[src/rtl/coherence_bus_arbiter.sv]
// Snooping coherence bus arbiter: round-robin selection of one core's miss or upgrade,
// broadcast snoop to the other cores, fill-source selection, then grant until the core lets go.
module coherence_bus_arbiter #(
    parameter int NUM_CPU   = 4,
    parameter int ADDR_W    = 13,
    parameter int DATA_W    = 16,
    parameter int SNOOP_LAT = 1
) (
    input  logic                      clk,
    input  logic                      rst_n,
    input  logic [NUM_CPU-1:0]        read_miss,
    input  logic [NUM_CPU-1:0]        write_miss,
    input  logic [NUM_CPU-1:0]        invalidate,
    input  logic [NUM_CPU*ADDR_W-1:0] req_addr,
    input  logic [NUM_CPU-1:0]        search_found,
    input  logic [NUM_CPU*DATA_W-1:0] cpu_data,
    output logic [NUM_CPU-1:0]        cpu_search,
    output logic [ADDR_W-1:0]         boci,
    output logic [NUM_CPU-1:0]        grant,
    output logic [NUM_CPU*2-1:0]      cpu_datasel,
    output logic [NUM_CPU-1:0]        invalidate_out,
    output logic [DATA_W-1:0]         other_proc_data,
    output logic                      busy
);
    localparam int IDX_W = $clog2(NUM_CPU);
    localparam int CNT_W = 2;

    // state   | meaning
    // IDLE    | waiting for any request; winner latched on exit
    // SNOOP   | strobing other cores for SNOOP_LAT cycles
    // RESP    | one cycle: invalidate pulse, fill source decided
    // GRANT   | winner owns the bus until all its requests drop
    // RELEASE | outputs cleared, round-robin pointer advanced
    typedef enum logic [2:0] {
        S_IDLE    = 3'd0,
        S_SNOOP   = 3'd1,
        S_RESP    = 3'd2,
        S_GRANT   = 3'd3,
        S_RELEASE = 3'd4
    } state_t;

    typedef enum logic [1:0] {
        OP_READ  = 2'd0,
        OP_WRITE = 2'd1,
        OP_INV   = 2'd2
    } op_t;

    state_t              r_state, w_next;
    op_t                 r_op, w_pick_op;
    logic [IDX_W-1:0]    r_rr_ptr, r_win, w_pick, w_sup;
    logic [ADDR_W-1:0]   r_addr;
    logic [CNT_W-1:0]    r_cnt;
    logic [NUM_CPU-1:0]  r_found, w_req, w_win_oh, w_found_m;
    logic [1:0]          r_sel;
    logic [DATA_W-1:0]   r_opd;

    assign w_req     = read_miss | write_miss | invalidate;
    assign w_win_oh  = NUM_CPU'(1) << r_win;
    assign w_found_m = search_found & ~w_win_oh;

    // Scan downward so the requester closest to r_rr_ptr is the last assignment.
    always_comb begin
        int j;
        j      = 0;
        w_pick = r_rr_ptr;
        for (int i = NUM_CPU - 1; i >= 0; i--) begin
            j = int'(r_rr_ptr) + i;
            if (j >= NUM_CPU) j = j - NUM_CPU;
            if (w_req[j]) w_pick = IDX_W'(j);
        end
    end

    always_comb begin
        w_pick_op = OP_READ;
        if (write_miss[w_pick])      w_pick_op = OP_WRITE;
        else if (invalidate[w_pick]) w_pick_op = OP_INV;
    end

    // Lowest-index responding core supplies the data.
    always_comb begin
        w_sup = '0;
        for (int i = NUM_CPU - 1; i >= 0; i--) begin
            if (w_found_m[i]) w_sup = IDX_W'(i);
        end
    end

    always_comb begin
        w_next = r_state;
        case (r_state)
            S_IDLE:    if (|w_req) w_next = S_SNOOP;
            S_SNOOP:   if (r_cnt == '0) w_next = S_RESP;
            S_RESP:    w_next = S_GRANT;
            S_GRANT:   if (!w_req[r_win]) w_next = S_RELEASE;
            S_RELEASE: w_next = S_IDLE;
            default:   w_next = S_IDLE;
        endcase
    end

    always_ff @(posedge clk or negedge rst_n) begin
        if (!rst_n) begin
            r_state  <= S_IDLE;
            r_op     <= OP_READ;
            r_rr_ptr <= '0;
            r_win    <= '0;
            r_addr   <= '0;
            r_cnt    <= '0;
            r_found  <= '0;
            r_sel    <= 2'b00;
            r_opd    <= '0;
        end else begin
            r_state <= w_next;
            case (r_state)
                S_IDLE: begin
                    if (|w_req) begin
                        r_win  <= w_pick;
                        r_op   <= w_pick_op;
                        r_addr <= req_addr[w_pick*ADDR_W +: ADDR_W];
                        r_cnt  <= CNT_W'(SNOOP_LAT - 1);
                    end
                end
                S_SNOOP: begin
                    if (r_cnt != '0) begin
                        r_cnt <= r_cnt - 1'b1;
                    end else begin
                        r_found <= w_found_m;
                        if (r_op == OP_INV) begin
                            r_sel <= 2'b00;
                            r_opd <= '0;
                        end else if (|w_found_m) begin
                            r_sel <= 2'b10;
                            r_opd <= cpu_data[w_sup*DATA_W +: DATA_W];
                        end else begin
                            r_sel <= 2'b01;
                            r_opd <= '0;
                        end
                    end
                end
                S_RELEASE: begin
                    r_rr_ptr <= (r_win == IDX_W'(NUM_CPU - 1)) ? '0 : r_win + 1'b1;
                    r_found  <= '0;
                    r_sel    <= 2'b00;
                    r_opd    <= '0;
                end
                default: ;
            endcase
        end
    end

    // Outputs decode from registered state only, so reset clears them immediately.
    always_comb begin
        busy            = (r_state != S_IDLE);
        cpu_search      = '0;
        boci            = '0;
        grant           = '0;
        invalidate_out  = '0;
        cpu_datasel     = '0;
        other_proc_data = '0;
        case (r_state)
            S_SNOOP: begin
                cpu_search = ~w_win_oh;
                boci       = r_addr;
            end
            S_RESP: begin
                boci            = r_addr;
                other_proc_data = r_opd;
                if (r_op != OP_READ) invalidate_out = r_found;
            end
            S_GRANT: begin
                boci            = r_addr;
                grant           = w_win_oh;
                other_proc_data = r_opd;
            end
            default: ;
        endcase
        if (r_state == S_RESP || r_state == S_GRANT) begin
            for (int i = 0; i < NUM_CPU; i++) begin
                if (IDX_W'(i) == r_win) cpu_datasel[2*i +: 2] = r_sel;
            end
        end
    end

endmodule

[config.mk]
export PLATFORM = sky130hd
export DESIGN_NAME = coherence_bus_arbiter
export DESIGN_NICKNAME = d
export VERILOG_FILES = /design/src/rtl/coherence_bus_arbiter.sv
export SDC_FILE = /design/constraint.sdc
export NUM_CORES = 1
export LEC_CHECK = 0
export CAP_MARGIN = 20
export CORE_AREA = 2 2 95 97
export DETAILED_ROUTE_END_ITERATION = 6
export DIE_AREA = 0 0 97 99
export HOLD_SLACK_MARGIN = 0.1
export PLACE_DENSITY_LB_ADDON = 0.05
export SYNTH_ARGS = -nofsm -noshare
export SYNTH_HDL_FRONTEND = slang
export SYNTH_SLANG_ARGS = --single-unit
[constraint.sdc]
create_clock -name clk -period 3.4 [get_ports clk]
set_clock_uncertainty 0.2 [all_clocks]
set_input_delay 0.85 -clock clk [delete_from_list [all_inputs] [get_ports clk]]
set_output_delay 0.85 -clock clk [all_outputs]
set_load 0.01 [all_outputs]
==> results.toml, run 1 <==
[die]
start_util_pct = 38.47
ios = 184
core.rowCount = 34
dieArea_mm2 = 0.009603
die_h_um = 99
fp.dieW_um = 97
design.core.area_mm2 = 0.008551

[outcome]
status = "finished clean"

[critical_path]
r2r_start = "r_win[0]$_DFFE_PN0P_"
crit_path_start = "r_state[1]$_DFFE_PN0P_"
startpoint_type = "flop"
worstSetupEndpointType = "output port"
path_class = "reg2out"
cp_slowest_cell = "clkdlybuf4s50_1"
slowest_delay_ns = 0.53
worstPathRequired_ns = 2.35
worst_ep_arrival_time_ns = 1.99
cp_max_fo = 8
crit_chain = "nor2b_1, o21ai_0, nor2_1, and2_1, clkdlybuf4s50_1"

[synthesis]
async_reset_ff_share_pct = 100.0
synth_cells = 314
syn-cell-area_mm2 = 0.003289
avgSynthCellArea_um2 = 10.48
synth_fp_nets = 453
synth_edf_count = 0
synthTopCellsByArea = "dfrtp_1, mux4_2, mux2i_1"
yosysMostFrequentCell = "dfrtp_1"
synth_top_area_share_pct = 34.99
synth_flop_cell = "dfrtp_1"
synthTopCellsByCount = "dfrtp_1, and2_1, mux2i_1"
yosysSeqAreaShare_pct = 34.99
synthDistinctLibCells = 39
ys_ff_latch = 46
yosys_warnings = 0
yosys.area.top_type = "dfrtp_1"

[clock_network]
clock_path_buffers = 2
cts_tree = "built"
cts_buffers = 5
postCtsSetupBuffers = 0
h-tree-depth = 2
clk_pin_slew_ns = 0.09
hold_buffers = 0
cts.sinks = 46
clk_latency_ns = 0.30
cts-root-buf = "clkbuf_8"
cts.repair.resized = 0

[sta]
fin_crit_ns = 3.038
fmaxAchievable_mhz = 329.2
holdWs_ns = 0.2777
slew_headroom_pct = 57.30
fin_tns_setup_ns = 0
hold_violations = 0
tightest_slew_ns = 0.6404
slew_violations = 0
fin_crit_sh_pct = 89.36
rsz0062_at_grt = "no"
setup_violations = 0

[worst_hold_path]
hp-start = "r_addr[8]$_DFFE_PN0P_"
worstHoldPathType = "reg2reg"

[cells_and_area]
antennaDiodeCount = 0
syn2layout_area_growth_pct = 63.18
fillers = 727
layout.cells.non_filler = 601
nets = 631
finalInstanceArea_mm2 = 0.005368
layout-drive-gt1-share_pct = 12.58

[detailed_routing]
drt-initial-drc-count = 64
firstDrtPassIters = 4
via_per_inst = 5.085
ant_nets = 0
vias = 3056
wire_per_inst_um = 15.35
wl_mm = 9.226
drc_errors = 0

[global_route]
overflow = 0
grt_pass1_wl_mm = 14.97
antenna_found_initial = 0
grt_pass1_vias = 3166
grt_start_max_net_pins = 30
track_usage_pct = 19.23

[place]
hpwl_mm = 7.423
gp_congestion = 0.8274
post-place-cells = 593
port_buffers = 183
place_area_mm2 = 0.005225

[pwr]
power_density_mw_per_mm2 = 746.5
vdd_drop_max_mv = 0.2812
total_leakage_power_nw = 2.335

[flow_run]
maxCapViolCount = 0
layer usage:
metal	up-vias	share of wire (%)	global-route usage (%)	routed length (µm)
met3	6	7.7	6.525	710
met2	98	54	36.91	4981
li1	1502	-	-	-
met4	0	0.88	4.225	81
met1	1450	37	20.31	3453
met5	-	0	0	0
per-stage QoR:
step,worst slack [ns],util (%),total power [mW]
after floorplan,0.6833,-,2.541
after global placement,0.2680,61.11,3.519
after detailed placement,0.2185,61.11,3.545
after CTS,0.3214,62.77,4.061
after global routing,0.1666,62.77,4.317
final,0.3619,62.77,4.007
cell families after synthesis:
group	after synthesis	share of synthesized area, %
and+or+nand+nor	115	19.55
muxes	64	26.44
AOI/OAI and AO/OA	58	12.67
DFF	46	34.99
buffers and inverters	26	4.450
adders and majority gates	5	1.902
area by class of cell:
cell class / count / area (µm²) / area share (%)
Clock buffer: 6 / 82.58 / 1.538
Inverter: 5 / 18.77 / 0.3497
Timing Repair Buffer: 192 / 1919 / 35.76
Sequential cell: 46 / 1151 / 21.45
Multi-Input combinational cell: 242 / 2001 / 37.27
Tap cell: 108 / 135.1 / 2.517
Clock inverter: 2 / 60.06 / 1.119
worst paths after layout:
path / depth (start not counted) / slack, ns / end
worst min register to register: 2 / 0.28 / r_addr[8]$_DFFE_PN0P_
worst max-delay path: 5 / 0.36 / invalidate_out[2]
min in group asynchronous: 1 / 0.35 / r_rr_ptr[0]$_DFFE_PN0P_
worst min-delay path: 2 / 0.28 / r_addr[8]$_DFFE_PN0P_
worst max register to register: 8 / 0.82 / r_opd[10]$_DFFE_PN0P_
max in group asynchronous: 2 / 1.94 / r_op[1]$_DFFE_PN0P_
state kept, by name, summed over array words and instances (netlist names):
name,flops
r_addr,13
r_cnt,2
r_found,4
r_op,2
r_opd,16
r_rr_ptr,2
r_sel,2
r_state,3
r_win,2
critical path, delay by kind of cell (launching register included):
kind / cells / cell delay [ns]
AOI/OAI and AO/OA: 1 / 0.11
buffers and inverters: 1 / 0.53
DFF: 1 / 0.46
and+or+nand+nor: 3 / 0.58
cell usage in the layout, fill, tap and decap left out, types with 3 or more instances in the layout:
master,count
dfrtp_1,46
nor3_2,3
a22o_1,21
mux2_2,13
inv_1,5
and2_1,35
o21ai_2,3
mux2i_1,34
clkbuf_8,6
nand2_1,23
clkdlybuf4s50_1,182
a21oi_1,8
buf_4,7
mux4_2,17
o21ai_1,12
o21ai_0,4
nor2b_1,5
nor2_1,21
and3_1,14
ha_1,5
where the power goes:
part,total [mW],leakage (nW),switching [mW],internal (mW)
Clock,0.507,0.0714,0.194,0.314
Combinational,2.55,1.69,1.12,1.43
Sequential,0.951,0.574,0.160,0.791
Total,4.01,2.34,1.47,2.53
(Power assumes the default switching activity.)
==> run 2, diff against run 1 <==
--- a/config.mk
+++ b/config.mk
@@ -6,9 +6,10 @@
 export NUM_CORES = 1
 export LEC_CHECK = 0
 export CAP_MARGIN = 20
-export CORE_AREA = 2 2 95 97
+export CORE_AREA = 2 2 94 96
 export DETAILED_ROUTE_END_ITERATION = 6
-export DIE_AREA = 0 0 97 99
+export DIE_AREA = 0 0 96 98
+export DONT_BUFFER_PORTS = 1
 export HOLD_SLACK_MARGIN = 0.1
 export PLACE_DENSITY_LB_ADDON = 0.05
 export SYNTH_ARGS = -nofsm -noshare
==> run 2 against run 1 <==
  * Clock power down 31%
  * Global-route usage down 3.2 points
  * Die area down 2.0%
  * Count of clock-buffer cells in the layout up 1
  * Design area down 35%
  * Total power down 21%
  * Routed wire length down 18%
  * Sequential cell count unchanged
==> results.toml, run 2 (synthesis results as in run 1) <==
[clock_network]
cts.sinks = 46
cts_buffers = 5
cts_tree = "built"
clock_path_buffers = 2
postCtsSetupBuffers = 0
h-tree-depth = 2
clk_latency_ns = 0.29
clk_pin_slew_ns = 0.09
cts-root-buf = "clkbuf_8"

[cells_and_area]
largestRegisters = "r_opd x16, r_addr x13, r_found x4"
syn2layout_area_growth_pct = 6.314
largest_register = "r_opd"
layout_common_cells = "dfrtp_1, and2_1, mux2i_1, nand2_1"
final_common_cell = "dfrtp_1"
finalInstanceArea_mm2 = 0.003497
antennaDiodeCount = 0
nets = 448
final_core_util_pct = 41.31
largest_reg_flops = 16
layout-drive-gt1-share_pct = 19.35

[detailed_routing]
wl_mm = 7.580
top_layer = "met4"
vias = 2371
firstDrtPassIters = 4
drt-initial-drc-count = 72
met2WireLength_mm = 3.703
wl_met1_mm = 3.193
ant_nets = 0
wl_met3_um = 637
via_per_inst = 5.672
drc_errors = 0
wire_per_inst_um = 18.13

[critical_path]
crit_path_start = "r_win[0]$_DFFE_PN0P_"
timing.rr.end = "r_opd[10]$_DFFE_PN0P_"
r2r_start = "r_win[0]$_DFFE_PN0P_"
rrSetupSlack_ns = 0.72
reg2regPathDepth = 8
startpoint_type = "flop"
worstSetupEndpointType = "flop"
worst_ep_arrival_time_ns = 2.68
cp_max_fo = 16
path_class = "reg2reg"
worstPathRequired_ns = 3.40
endpoint = "r_opd[10]$_DFFE_PN0P_"

[sta]
rsz0062_at_grt = "no"
fmaxAchievable_mhz = 372.7
slew_headroom_pct = 54.78
layout_setup_ws_ns = 0.7168
tightest_slew_ns = 0.6782
slew_violations = 0
fin_crit_sh_pct = 78.92
setup_violations = 0
fin_tns_setup_ns = 0
fin_crit_ns = 2.683
hold_violations = 0

[global_route]
antenna_found_initial = 0
overflow = 0
grt_start_max_net_pins = 47
grt_pass1_vias = 2317
grt_pass1_wl_mm = 11.77
track_usage_pct = 16.00

[pwr]
vdd_drop_max_mv = 0.2897
p_clk_share_pct = 11.0
p_sw_mw = 1.353
p_int_mw = 1.816
total_leakage_power_nw = 1.615
seqPwrFrac_pct = 30.5
p_sw_share_pct = 42.69
combPwrFrac_pct = 58.5
p_total_mw = 3.169
power_density_mw_per_mm2 = 906.1

[die]
fp.dieW_um = 96
start_util_pct = 38.86
core.rowCount = 34
ios = 184
design.core.area_mm2 = 0.008466
die_h_um = 98
dieArea_mm2 = 0.009408

[place]
place_ws_ns = 0.6499
place_area_mm2 = 0.003378
hpwl_mm = 5.789
gp_congestion = 0.7084
port_buffers = 0

[worst_hold_path]
worstHoldPathType = "in2async"

[outcome]
status = "finished clean"

[flow_run]
maxCapViolCount = 0
-- run 2: final cells by class --
class	instances	area (µm²)
Clock inverter	1	5.005
Inverter	5	18.77
Sequential cell	46	1151
Clock buffer	7	86.33
Tap cell	108	135.1
Multi-Input combinational cell	242	2001
Fill cell	870	4969
Timing Repair Buffer	9	100.1
-- run 2: power groups by stage --
stage | Combinational [mW] | Clock [mW] | Sequential, mW
finish | 1.85 | 0.350 | 0.966
global route | 2.06 | 0.390 | 1.00
CTS | 1.90 | 0.364 | 0.968
detailed placement | 1.88 | 0 | 0.975
global placement | 1.87 | 0 | 0.975
floorplan | 1.64 | 0 | 0.902
-- run 2: timing repair --
| action | CTS | global route |
|---|---|---|
| resized for setup | 0 | 0 |
| hold endpoints to repair | 46 | 0 |
| hold buffers | 1 | 0 |
| endpoints found under the setup margin | 0 | 0 |
-- run 2: how the worst min path moves through the flow --
| stage | start | endpoint | slack, ns |
|---|---|---|---|
| 2_1_floorplan | r_addr[12]$_DFFE_PN0P_ | r_addr[12]$_DFFE_PN0P_ | 0.24 |
| 3_3_place_gp | r_addr[8]$_DFFE_PN0P_ | r_addr[8]$_DFFE_PN0P_ | 0.26 |
| 5_1_grt | rst_n | r_opd[0]$_DFFE_PN0P_ | 0.19 |
| 4_1_cts | rst_n | r_found[2]$_DFFE_PN0P_ | 0.20 |
| 6_report | rst_n | r_cnt[0]$_DFFE_PN0P_ | 0.19 |
| 3_5_place_dp | r_addr[7]$_DFFE_PN0P_ | r_addr[7]$_DFFE_PN0P_ | 0.27 |
-- run 2: routing by layer --
metal,vias to the layer above,global-route usage (%)
met1,1134,21.47
met5,-,0
met4,0,2.857
met3,5,5.324
met2,102,25.43
li1,1130,-
-- run 2: stage by stage --
step                cells  hold WS (ns)
floorplan             314        0.2430
global placement      409        0.2568
detailed placement    409        0.2652
CTS                   418        0.1977
global route          418        0.1884
finish                418        0.1914
-- run 2: critical path, cell delays in order (launching register included) --
cell      delay [ns]
dfrtp_1         0.45
inv_1           0.09
ha_1            0.25
nand2b_1        0.20
nor2b_2         0.20
nor3_4          0.11
buf_4           0.31
mux4_2          0.54
a22o_1          0.24
==> run 3, diff against run 2 <==
==> constraint.sdc (replaced) <==
create_clock -name clk -period 2.43 [get_ports clk]
set_clock_uncertainty 0.2 [all_clocks]
set_input_delay 0.6075 -clock clk [delete_from_list [all_inputs] [get_ports clk]]
set_output_delay 0.6075 -clock clk [all_outputs]
set_load 0.01 [all_outputs]
==> run 3 against run 2 <==
  * Global-route usage up 0.12 points
  * Critical endpoint is now r_opd[3]$_DFFE_PN0P_
  * Non-clock buffer count rose by 17
  * Critical path depth did not move
==> results.toml, run 3 (synthesis results as in run 1) <==
[die]
design.core.area_mm2 = 0.008466
ios = 184
core.rowCount = 34
fp.dieW_um = 96
die_h_um = 98
dieArea_mm2 = 0.009408
start_util_pct = 38.86

[pwr]
p_int_mw = 2.740
seqPwrFrac_pct = 28.7
p_sw_share_pct = 41.38
total_leakage_power_nw = 1.721
p_sw_mw = 1.935
combPwrFrac_pct = 61.3
power_density_mw_per_mm2 = 1257
p_clk_share_pct = 10.0
vdd_drop_max_mv = 0.4438

[clock_network]
cts.sinks = 46
cts-root-buf = "clkbuf_8"
h-tree-depth = 2
cts_buffers = 5
clk_pin_slew_ns = 0.08
clock_path_buffers = 2
clk_latency_ns = 0.29
cts_tree = "built"

[cells_and_area]
largest_reg_flops = 16
final_common_cell = "dfrtp_1"
antennaDiodeCount = 0
nets = 465
largestRegisters = "r_opd x16, r_addr x13, r_found x4"
layout.cells.non_filler = 433
layout-drive-gt1-share_pct = 27.08
finalInstanceArea_mm2 = 0.003719
layout_common_cells = "dfrtp_1, mux2i_1, and2_1, nand2_1, a22o_1"
largest_register = "r_opd"
syn2layout_area_growth_pct = 13.05
fillers = 817

[place]
hpwl_mm = 5.977
post-place-cells = 423
gp_congestion = 0.7569
port_buffers = 0
place_area_mm2 = 0.003538

[critical_path]
slowest_delay_ns = 0.49
reg2regPathDepth = 8
cp_slowest_cell = "mux4_2"
cp_max_fo = 8
cp.depth = 8
rrSetupSlack_ns = 0.07
worstSetupEndpointType = "flop"
worst_ep_arrival_time_ns = 2.34
crit_chain = "inv_2, ha_4, nand2b_4, nor2b_4, nor3_4, clkbuf_16, mux4_2, a22o_1"
path_class = "reg2reg"
startpoint_type = "flop"
worstPathRequired_ns = 2.41
cp.buffers_inverters = 2
crit_family = "simple AND/OR/NAND/NOR gates"

[sta]
holdWs_ns = 0.2736
fin_tns_setup_ns = 0
fin_crit_sh_pct = 97.09
tightest_slew_ns = 0.6605
setup_violations = 0
slew_violations = 0
fmaxAchievable_mhz = 423.8
hold_violations = 0
slew_headroom_pct = 55.97
fin_crit_ns = 2.359
rsz0062_at_grt = "yes"

[detailed_routing]
via_per_inst = 5.741
wire_per_inst_um = 18.08
vias = 2486
drc_errors = 0
drt-initial-drc-count = 86
wl_mm = 7.827
firstDrtPassIters = 7
ant_nets = 0

[outcome]
status = "finished clean"

[global_route]
antenna_found_initial = 0
grt_start_max_net_pins = 47
overflow = 0
track_usage_pct = 16.12
grt_pass1_vias = 2423
grt_pass1_wl_mm = 11.99

[worst_hold_path]
hold_depth = 2
worstHoldPathType = "reg2reg"

[flow_run]
maxCapViolCount = 0
==> run 3: cell type report <==
class	count	area [µm²]	area share [%]
clock buffer	6	82.58	2.221
timing repair buffer	26	285.3	7.672
tap	108	135.1	3.634
multi-input combinational	242	2043	54.95
sequential	46	1154	31.02
inverter	5	18.77	0.5047
==> run 3: final timing paths <==
check / start / endpoint
hold / removal: r_addr[12]$_DFFE_PN0P_ / r_addr[12]$_DFFE_PN0P_
setup reg to reg: r_win[0]$_DFFE_PN0P_ / r_opd[3]$_DFFE_PN0P_
min in group asynchronous: rst_n / r_found[0]$_DFFE_PN0P_
max in group asynchronous: rst_n / r_state[1]$_DFFE_PN0P_
setup / recovery: r_win[0]$_DFFE_PN0P_ / r_opd[3]$_DFFE_PN0P_
hold reg to reg: r_addr[12]$_DFFE_PN0P_ / r_addr[12]$_DFFE_PN0P_
==> run 3: worst reg2reg max path, stage by stage, from the launching register on <==
cell       delay [ns]
dfrtp_1          0.42
inv_2            0.08
ha_4             0.15
nand2b_4         0.14
nor2b_4          0.13
nor3_4           0.22
clkbuf_16        0.23
mux4_2           0.49
a22o_1           0.19
==> run 3: power by group through the flow <==
| stage | clock, mW | sequential, mW | combinational, mW |
|---|---|---|---|
| final | 0.466 | 1.34 | 2.87 |
| after global routing | 0.508 | 1.39 | 3.17 |
| after CTS | 0.490 | 1.33 | 2.87 |
| after global placement | 0 | 1.34 | 2.82 |
| after detailed placement | 0 | 1.35 | 2.83 |
| after floorplan | 0 | 1.26 | 2.31 |
==> run 3: what timing repair did <==
item / CTS / global route
gates resized for setup: 0 / 11
hold buffers: 2 / 0
buffers inserted: 0 / 1
setup endpoints to repair: 0 / 18
hold endpoints to repair: 46 / 0
==> run 3: through the flow <==
stage	total power, mW	util [%]	setup WS, ns
6_report	4.675	43.93	0.07064
3_5_place_dp	4.183	41.80	-0.0003237
3_3_place_gp	4.154	41.80	0.01184
2_1_floorplan	3.573	-	-0.1248
5_1_grt	5.068	43.93	-0.03441
4_1_cts	4.691	43.22	0.04289
==> run 3: routing by layer <==
metal / global-route usage, % / vias up / part of all wire, %
li1: - / 1167 / -
met1: 20.36 / 1212 / 41
met2: 27.40 / 100 / 51
met3: 3.781 / 7 / 6.7
met4: 4.286 / 0 / 1.0
met5: 0 / - / 0
